<file path="config.mk">
export PLATFORM = sky130hd
export DESIGN_NAME = ex_sched_flat
export DESIGN_NICKNAME = d
export VERILOG_FILES = /design/src/rtl/ex_sched_if.sv /design/src/rtl/ex_sched.sv /design/src/flat_wrapper.sv
export SDC_FILE = /design/constraint.sdc
export NUM_CORES = 1
export LEC_CHECK = 0
export ABC_AREA = 1
export BUFFER_PORTS_ARGS = -buffer_cell sky130_fd_sc_hd__buf_4
export CORE_MARGIN = 5
export CORE_UTILIZATION = 30
export DETAILED_ROUTE_END_ITERATION = 8
export PLACE_DENSITY = 0.52
export REMOVE_ABC_BUFFERS = 1
export SLEW_MARGIN = 20
export SYNTH_ARGS = -nofsm -noshare
export SYNTH_HDL_FRONTEND = slang
export SYNTH_SLANG_ARGS = --single-unit
</file>
<file path="constraint.sdc">
create_clock -name clk -period 13.65 [get_ports clk]
set_input_delay 0.6825 -clock clk [delete_from_list [all_inputs] [get_ports clk]]
set_output_delay 0.6825 -clock clk [all_outputs]
set_load 0.01 [all_outputs]
</file>
<file path="src/rtl/ex_sched_if.sv">
// rtl/ex_sched_if.sv - ID/ALU/mul-div/WB signal bundle for the execute-stage sequencer
interface ex_sched_if #(
  parameter int XLEN = 64,
  parameter int OPW  = 5
);
  logic            id_valid;
  logic            id_ready;
  logic [XLEN-1:0] id_pc;
  logic [OPW-1:0]  id_alu_op;
  logic            id_is_md;
  logic [4:0]      id_rd;
  logic            id_rd_wen;
  logic            id_redirect;
  logic [XLEN-1:0] id_target;
  logic [OPW-1:0]  alu_op;
  logic [XLEN-1:0] alu_res;
  logic            md_start;
  logic            md_kill;
  logic            md_done;
  logic [XLEN-1:0] md_res;
  logic            wb_valid;
  logic            wb_ready;
  logic [XLEN-1:0] wb_pc;
  logic [4:0]      wb_rd;
  logic            wb_wen;
  logic [XLEN-1:0] wb_data;
  logic            pc_redirect;
  logic [XLEN-1:0] pc_target;
  logic            flush;
  logic            md_err;
  logic [63:0]     instret;

  // master = surrounding pipeline (ID, ALU, mul/div, WB); slave = the sequencer
  modport master (
    output id_valid, id_pc, id_alu_op, id_is_md, id_rd, id_rd_wen, id_redirect, id_target,
    output alu_res, md_done, md_res, wb_ready, flush,
    input  id_ready, alu_op, md_start, md_kill, wb_valid, wb_pc, wb_rd, wb_wen, wb_data,
    input  pc_redirect, pc_target, md_err, instret
  );

  modport slave (
    input  id_valid, id_pc, id_alu_op, id_is_md, id_rd, id_rd_wen, id_redirect, id_target,
    input  alu_res, md_done, md_res, wb_ready, flush,
    output id_ready, alu_op, md_start, md_kill, wb_valid, wb_pc, wb_rd, wb_wen, wb_data,
    output pc_redirect, pc_target, md_err, instret
  );
endinterface

</file>
<file path="src/rtl/ex_sched.sv">
// rtl/ex_sched.sv - execute-stage issue/retire sequencer (ALU single-cycle, iterative mul/div, in-order redirect)
module ex_sched #(
  parameter int XLEN       = 64,
  parameter int OPW        = 5,
  parameter int MD_TIMEOUT = 64
) (
  input logic     clk,
  input logic     rst,
  ex_sched_if.slave bus
);
  localparam int CW = $clog2(MD_TIMEOUT);
  localparam logic [CW-1:0] CNT_LAST = CW'(MD_TIMEOUT - 1);

  typedef enum logic [1:0] {IDLE, EXEC, MD_WAIT, WB_HOLD} state_t;

  state_t          state_q;
  logic [XLEN-1:0] pc_q;
  logic [XLEN-1:0] target_q;
  logic [XLEN-1:0] wb_data_q;
  logic [OPW-1:0]  alu_op_q;
  logic [4:0]      rd_q;
  logic            wen_q;
  logic            redirect_q;
  logic            wb_valid_q;
  logic            md_err_q;
  logic [63:0]     instret_q;
  logic [CW-1:0]   cnt_q;

  logic accept;
  logic retire;
  logic md_timeout;

  // A redirecting retirement must not overlap a fetch from the stale path.
  assign bus.id_ready = !bus.flush &&
                        ((state_q == IDLE) ||
                         ((state_q == WB_HOLD) && bus.wb_ready && !redirect_q));
  assign accept     = bus.id_valid && bus.id_ready;
  assign retire     = (state_q == WB_HOLD) && bus.wb_ready && !bus.flush;
  assign md_timeout = (state_q == MD_WAIT) && !bus.md_done && (cnt_q == CNT_LAST);

  assign bus.md_start    = (state_q == MD_WAIT) && (cnt_q == '0);
  assign bus.md_kill     = (state_q == MD_WAIT) && (bus.flush || md_timeout);
  assign bus.pc_redirect = retire && redirect_q;

  assign bus.alu_op    = alu_op_q;
  assign bus.wb_valid  = wb_valid_q;
  assign bus.wb_pc     = pc_q;
  assign bus.wb_rd     = rd_q;
  assign bus.wb_wen    = wen_q;
  assign bus.wb_data   = wb_data_q;
  assign bus.pc_target = target_q;
  assign bus.md_err    = md_err_q;
  assign bus.instret   = instret_q;

  always_ff @(posedge clk or posedge rst) begin
    if (rst) begin
      state_q    <= IDLE;
      pc_q       <= '0;
      target_q   <= '0;
      wb_data_q  <= '0;
      alu_op_q   <= '0;
      rd_q       <= '0;
      wen_q      <= 1'b0;
      redirect_q <= 1'b0;
      wb_valid_q <= 1'b0;
      md_err_q   <= 1'b0;
      instret_q  <= '0;
      cnt_q      <= '0;
    end else begin
      alu_op_q <= '0;
      if (bus.flush) begin
        state_q    <= IDLE;
        wb_valid_q <= 1'b0;
      end else begin
        case (state_q)
          IDLE: ;
          EXEC: begin
            wb_data_q  <= bus.alu_res;
            wb_valid_q <= 1'b1;
            state_q    <= WB_HOLD;
          end
          MD_WAIT: begin
            cnt_q <= cnt_q + 1'b1;
            if (bus.md_done) begin
              wb_data_q  <= bus.md_res;
              wb_valid_q <= 1'b1;
              state_q    <= WB_HOLD;
            end else if (cnt_q == CNT_LAST) begin
              // Timed-out op still retires, with a zero result.
              wb_data_q  <= '0;
              md_err_q   <= 1'b1;
              wb_valid_q <= 1'b1;
              state_q    <= WB_HOLD;
            end
          end
          WB_HOLD: begin
            if (bus.wb_ready) begin
              instret_q  <= instret_q + 64'd1;
              wb_valid_q <= 1'b0;
              state_q    <= IDLE;
            end
          end
        endcase

        if (accept) begin
          pc_q       <= bus.id_pc;
          rd_q       <= bus.id_rd;
          wen_q      <= bus.id_rd_wen;
          redirect_q <= bus.id_redirect;
          target_q   <= bus.id_target;
          cnt_q      <= '0;
          if (bus.id_is_md) begin
            state_q <= MD_WAIT;
          end else begin
            state_q  <= EXEC;
            alu_op_q <= bus.id_alu_op;
          end
        end
      end
    end
  end
endmodule

</file>
<file path="src/flat_wrapper.sv">
// flat-port wrapper written by rule: the top's interface ports become plain ports
module ex_sched_flat 
#(
  parameter int XLEN       = 64,
  parameter int OPW        = 5,
  parameter int MD_TIMEOUT = 64
)
  (clk, rst, bus_id_valid, bus_id_pc, bus_id_alu_op, bus_id_is_md, bus_id_rd, bus_id_rd_wen, bus_id_redirect, bus_id_target, bus_alu_res, bus_md_done, bus_md_res, bus_wb_ready, bus_flush, bus_id_ready, bus_alu_op, bus_md_start, bus_md_kill, bus_wb_valid, bus_wb_pc, bus_wb_rd, bus_wb_wen, bus_wb_data, bus_pc_redirect, bus_pc_target, bus_md_err, bus_instret);
  ex_sched_if #(.XLEN(XLEN), .OPW(OPW)) bus_i ();
  input logic clk;
  input logic rst;
  input wire logic [$bits(bus_i.id_valid)-1:0] bus_id_valid;
  input wire logic [$bits(bus_i.id_pc)-1:0] bus_id_pc;
  input wire logic [$bits(bus_i.id_alu_op)-1:0] bus_id_alu_op;
  input wire logic [$bits(bus_i.id_is_md)-1:0] bus_id_is_md;
  input wire logic [$bits(bus_i.id_rd)-1:0] bus_id_rd;
  input wire logic [$bits(bus_i.id_rd_wen)-1:0] bus_id_rd_wen;
  input wire logic [$bits(bus_i.id_redirect)-1:0] bus_id_redirect;
  input wire logic [$bits(bus_i.id_target)-1:0] bus_id_target;
  input wire logic [$bits(bus_i.alu_res)-1:0] bus_alu_res;
  input wire logic [$bits(bus_i.md_done)-1:0] bus_md_done;
  input wire logic [$bits(bus_i.md_res)-1:0] bus_md_res;
  input wire logic [$bits(bus_i.wb_ready)-1:0] bus_wb_ready;
  input wire logic [$bits(bus_i.flush)-1:0] bus_flush;
  output wire logic [$bits(bus_i.id_ready)-1:0] bus_id_ready;
  output wire logic [$bits(bus_i.alu_op)-1:0] bus_alu_op;
  output wire logic [$bits(bus_i.md_start)-1:0] bus_md_start;
  output wire logic [$bits(bus_i.md_kill)-1:0] bus_md_kill;
  output wire logic [$bits(bus_i.wb_valid)-1:0] bus_wb_valid;
  output wire logic [$bits(bus_i.wb_pc)-1:0] bus_wb_pc;
  output wire logic [$bits(bus_i.wb_rd)-1:0] bus_wb_rd;
  output wire logic [$bits(bus_i.wb_wen)-1:0] bus_wb_wen;
  output wire logic [$bits(bus_i.wb_data)-1:0] bus_wb_data;
  output wire logic [$bits(bus_i.pc_redirect)-1:0] bus_pc_redirect;
  output wire logic [$bits(bus_i.pc_target)-1:0] bus_pc_target;
  output wire logic [$bits(bus_i.md_err)-1:0] bus_md_err;
  output wire logic [$bits(bus_i.instret)-1:0] bus_instret;
  assign bus_i.id_valid = bus_id_valid;
  assign bus_i.id_pc = bus_id_pc;
  assign bus_i.id_alu_op = bus_id_alu_op;
  assign bus_i.id_is_md = bus_id_is_md;
  assign bus_i.id_rd = bus_id_rd;
  assign bus_i.id_rd_wen = bus_id_rd_wen;
  assign bus_i.id_redirect = bus_id_redirect;
  assign bus_i.id_target = bus_id_target;
  assign bus_i.alu_res = bus_alu_res;
  assign bus_i.md_done = bus_md_done;
  assign bus_i.md_res = bus_md_res;
  assign bus_i.wb_ready = bus_wb_ready;
  assign bus_i.flush = bus_flush;
  assign bus_id_ready = bus_i.id_ready;
  assign bus_alu_op = bus_i.alu_op;
  assign bus_md_start = bus_i.md_start;
  assign bus_md_kill = bus_i.md_kill;
  assign bus_wb_valid = bus_i.wb_valid;
  assign bus_wb_pc = bus_i.wb_pc;
  assign bus_wb_rd = bus_i.wb_rd;
  assign bus_wb_wen = bus_i.wb_wen;
  assign bus_wb_data = bus_i.wb_data;
  assign bus_pc_redirect = bus_i.pc_redirect;
  assign bus_pc_target = bus_i.pc_target;
  assign bus_md_err = bus_i.md_err;
  assign bus_instret = bus_i.instret;
  ex_sched #(.XLEN(XLEN), .OPW(OPW), .MD_TIMEOUT(MD_TIMEOUT)) u_core (.clk(clk), .rst(rst), .bus(bus_i));
endmodule
</file>
==> results.md <==
* Fmax at approximately 0.30 GHz
* CTS tree: done
* XOR/XNOR share of the synthesized area at around 3.4%
* Tmin final at ~3300 ps
* Top cell type's share of synthesized area at a little over half
* Clock sink count at 278
* Worst Max-Slew Pin Slew at roughly 960 ps
* Final core utilization at about 44%
* Critical-path maximum fanout at 66
* Synth area leader: dfrtp_1
* Hold/Removal Path Class: input port to async pin
* DIE WIDTH at about 220 um
* Vias in the first global route at between 10,000 and 15,000
* Synth area leaders: dfrtp_1, nand2_1, nand3_1
* Final ANT Viol Nets at 0
* Final setup margin at ~10,000 ps
* All-Layer GR Usage at between 20% and 30%
* Compound-Gate Fraction of Synth Area at under 10%
* Antenna violations before repair at 3
* GPL Wtd Cong at ~0.91
* Final wirelength at just over 50,000 um
* Most frequent cells in the layout: nand2_1, buf_4, dfrtp_1
* Register area at ~0.007 mm2
* RSZ-0062 raised after global routing: no
* GRT overflow at 0
* Rows at 76
* Status: finished, final reports clean
* Max VDD drop at roughly 0.00011 V
* First-pass GRT wire length at 77,800 um
* Die area at ~0.048 mm2
* Synth Register Bits at around 280
* Synth Area in Adders at 0.287%
* Worst Skew at ~11 ps
* Final setup violation count at 0
* Die Y at ~220 um
* Final Hold Fails at 0
* CP Data Arrival Time at 2610 ps
* Starting Density at between 30% and 40%
* Crit path launch type: flip-flop
* Wire per inst at between 15 and 20 um
* Depth of the most critical reg-to-reg path at 10
* Core ar. at 0.0431 mm2
* Netlist Area Pre-Place at between 0.01 and 0.015 mm2
* Initial DRT Pass Iterations at 5
* Avg Vias per Cell at around 4.6
* Worst r2r src: u_core.cnt_q[0]$_DFFE_PP0P_
* Setup Total Neg Slack at 0 ps
* Post-synthesis average cell area at between 7 and 8 um2
* CP top delay family: buffers and inverters
* Worst reg-to-reg setup slack at between 10,000 and 15,000 ps
* Post-route cell area at 0.0187 mm2
* Synth unique cells at 34
* Max_slew headroom at 35.7%
* Cell leakage power at 10.1 nW
* CTS max path bufs at 3
* Pwr/cell area at 188 mW/mm2
* Worst slack at placement at 10,370 ps
* Routed vias at 12,800
* CP most frequent cell: buf_4
* Critical setup path kind: flip-flop to output port
* Fin nets at ~2,500
* Fillers at roughly 4,400
* Pin count of the biggest net entering global routing at 106
* YS warnings at 0
* Setup Buffers After CTS at 0
* DP Area at 0.0176 mm2
* Seq/Total Area, Yosys at a little over half
* Largest family of logic cells by synthesized area: simple AND/OR/NAND/NOR gates
* Drt drc at 0
* Post-synthesis mux area share at 0%
* Part of the cycle the worst path needs at between 20% and 30%
* Multi-input gate area at between 0.005 and 0.006 mm2
* I/O pin count at about 550
* Crit path cell chain: inv_1 > nor2_4 > buf_4 > inv_2 > buf_4 > nor4_1 > buf_4
* Root buf cell: clkbuf_16
* Max Slew Vio Count at 0
* DP HPWL at 39,200 um
* # resized after CTS at 0
* Fraction of final layout cells sized beyond drive strength 1 at 29.2%
* Area Overhead vs Synth at 43.5%
* Commonest non-fill, non-tap cell in the layout: nand2_1
* R2R Path End: u_core.bus.wb_data[10]$_DFFE_PP0P_
* Port Buffers at 547
* Syn Inst Count at between 1,500 and 2,000
* Critical path capture point type: output port
* Buffers & Inverters on Critical Path at 5
* Clock slew at reported path FFs at around 60 ps
* Slowest cell on the critical path: buf_4
* Worst Hold Slack at between 200 and 300 ps
* Simple logic cell fraction of the synthesized area at about a third
* Max stage delay on crit path at 570 ps
* CTS H-tree depth at 2
* Worst skew pair latency at around 530 ps
* Iteration-0 DRC count of the detailed router at between 700 and 800
* CTS Hold Bufs at 0
* Max-Cap Viols at 0
* CP required at around 13,000 ps
* CTS buffer count at 35
-- sequential cells by signal, summed over array words and instances, names as in the netlist --
signal and flops:
u_core.bus.wb_pc 64, u_core.bus.instret 64, u_core.bus.wb_rd 5, u_core.bus.wb_wen 1, u_core.bus.alu_op 5, u_core.redirect_q 1
u_core.bus.md_err 1, u_core.bus.wb_data 64, u_core.cnt_q 6, u_core.bus.pc_target 64, u_core.bus.wb_valid 1, u_core.state_q 2
-- worst max path at each step --
stage	end	cells past startpoint	startpoint
CTS	bus_md_start	7	u_core.state_q[1]$_DFFE_PP0P_
finish	bus_md_start	7	u_core.state_q[1]$_DFFE_PP0P_
detailed placement	u_core.bus.wb_data[21]$_DFFE_PP0P_	8	bus_md_done
global route	bus_md_start	7	u_core.state_q[1]$_DFFE_PP0P_
floorplan	u_core.bus.alu_op[0]$_DFF_PP0_	1	rst
global placement	u_core.bus.wb_data[41]$_DFFE_PP0P_	8	bus_md_done
-- cell type report --
cell class | instances | share of cell area [%]
repair buffers | 557 | 22.3
inverters | 72 | 1.49
clock inverters | 14 | 0.774
well taps | 585 | 3.91
diodes | 1 | 0.0134
flip-flops and latches | 278 | 37.1
clock buffers | 48 | 5.32
multi-input cells | 1246 | 29.0
-- per-stage QoR --
step / total power [mW] / std cells
2_1_floorplan: 1.84 / 1596
6_report: 3.52 / 2801
4_1_cts: 3.57 / 2800
5_1_grt: 3.75 / 2800
3_5_place_dp: 2.62 / 2738
3_3_place_gp: 2.60 / 2738
-- layer usage --
metal | track usage (%) | wire length (um) | vias up
met1 | 25.8 | 20500 | 6018
met4 | 6.68 | 1490 | 4
met5 | 0 | 26 | -
li1 | - | - | 6238
met3 | 7.08 | 4540 | 81
met2 | 35.0 | 25100 | 418
-- logic make-up after synthesis --
kind of cell / Yosys count
and+or+nand+nor: 1112
DFF: 278
buffers and inverters: 145
AOI/OAI and AO/OA: 81
xor gates and xnor gates: 50
adders and majority gates: 3
-- cells in the mapped netlist --
master / n
nand2_1: 827
dfrtp_1: 278
nor2_1: 109
nand3_1: 103
inv_1: 70
o21ai_0: 49
o21ai_1: 27
xor2_1: 27
buf_2: 25
nand4_1: 25
xnor2_1: 23
clkbuf_1: 21
buf_4: 20
nor2_2: 13
nor3_1: 12
nor2_4: 5
buf_1: 4
nand2_2: 4
buf_6: 3
ha_1: 3
nand3b_1: 3
a21oi_1: 2
and2_1: 2
nand2_4: 2
nor3_2: 2
o21bai_1: 2
and3_1: 1
clkinv_2: 1
inv_2: 1
nand3b_4: 1
nor3b_1: 1
nor4_1: 1
o22ai_2: 1
or3_1: 1
-- worst register-to-register path: cells and delay by family, from the launching register on --
family                   cells  cell delay, ps
adder cells (fa/ha/maj)      1             180
buffers and inverters        1             550
flip-flops                   1             390
AND/OR/NAND/NOR              8            1640
-- where the power goes --
group	internal, mW	switching, mW	total (mW)
sequential	1.11	0.174	1.28
combinational	0.562	0.734	1.30
clock	0.568	0.367	0.935
total	2.24	1.28	3.52
Power figures use the tool's default switching activity.
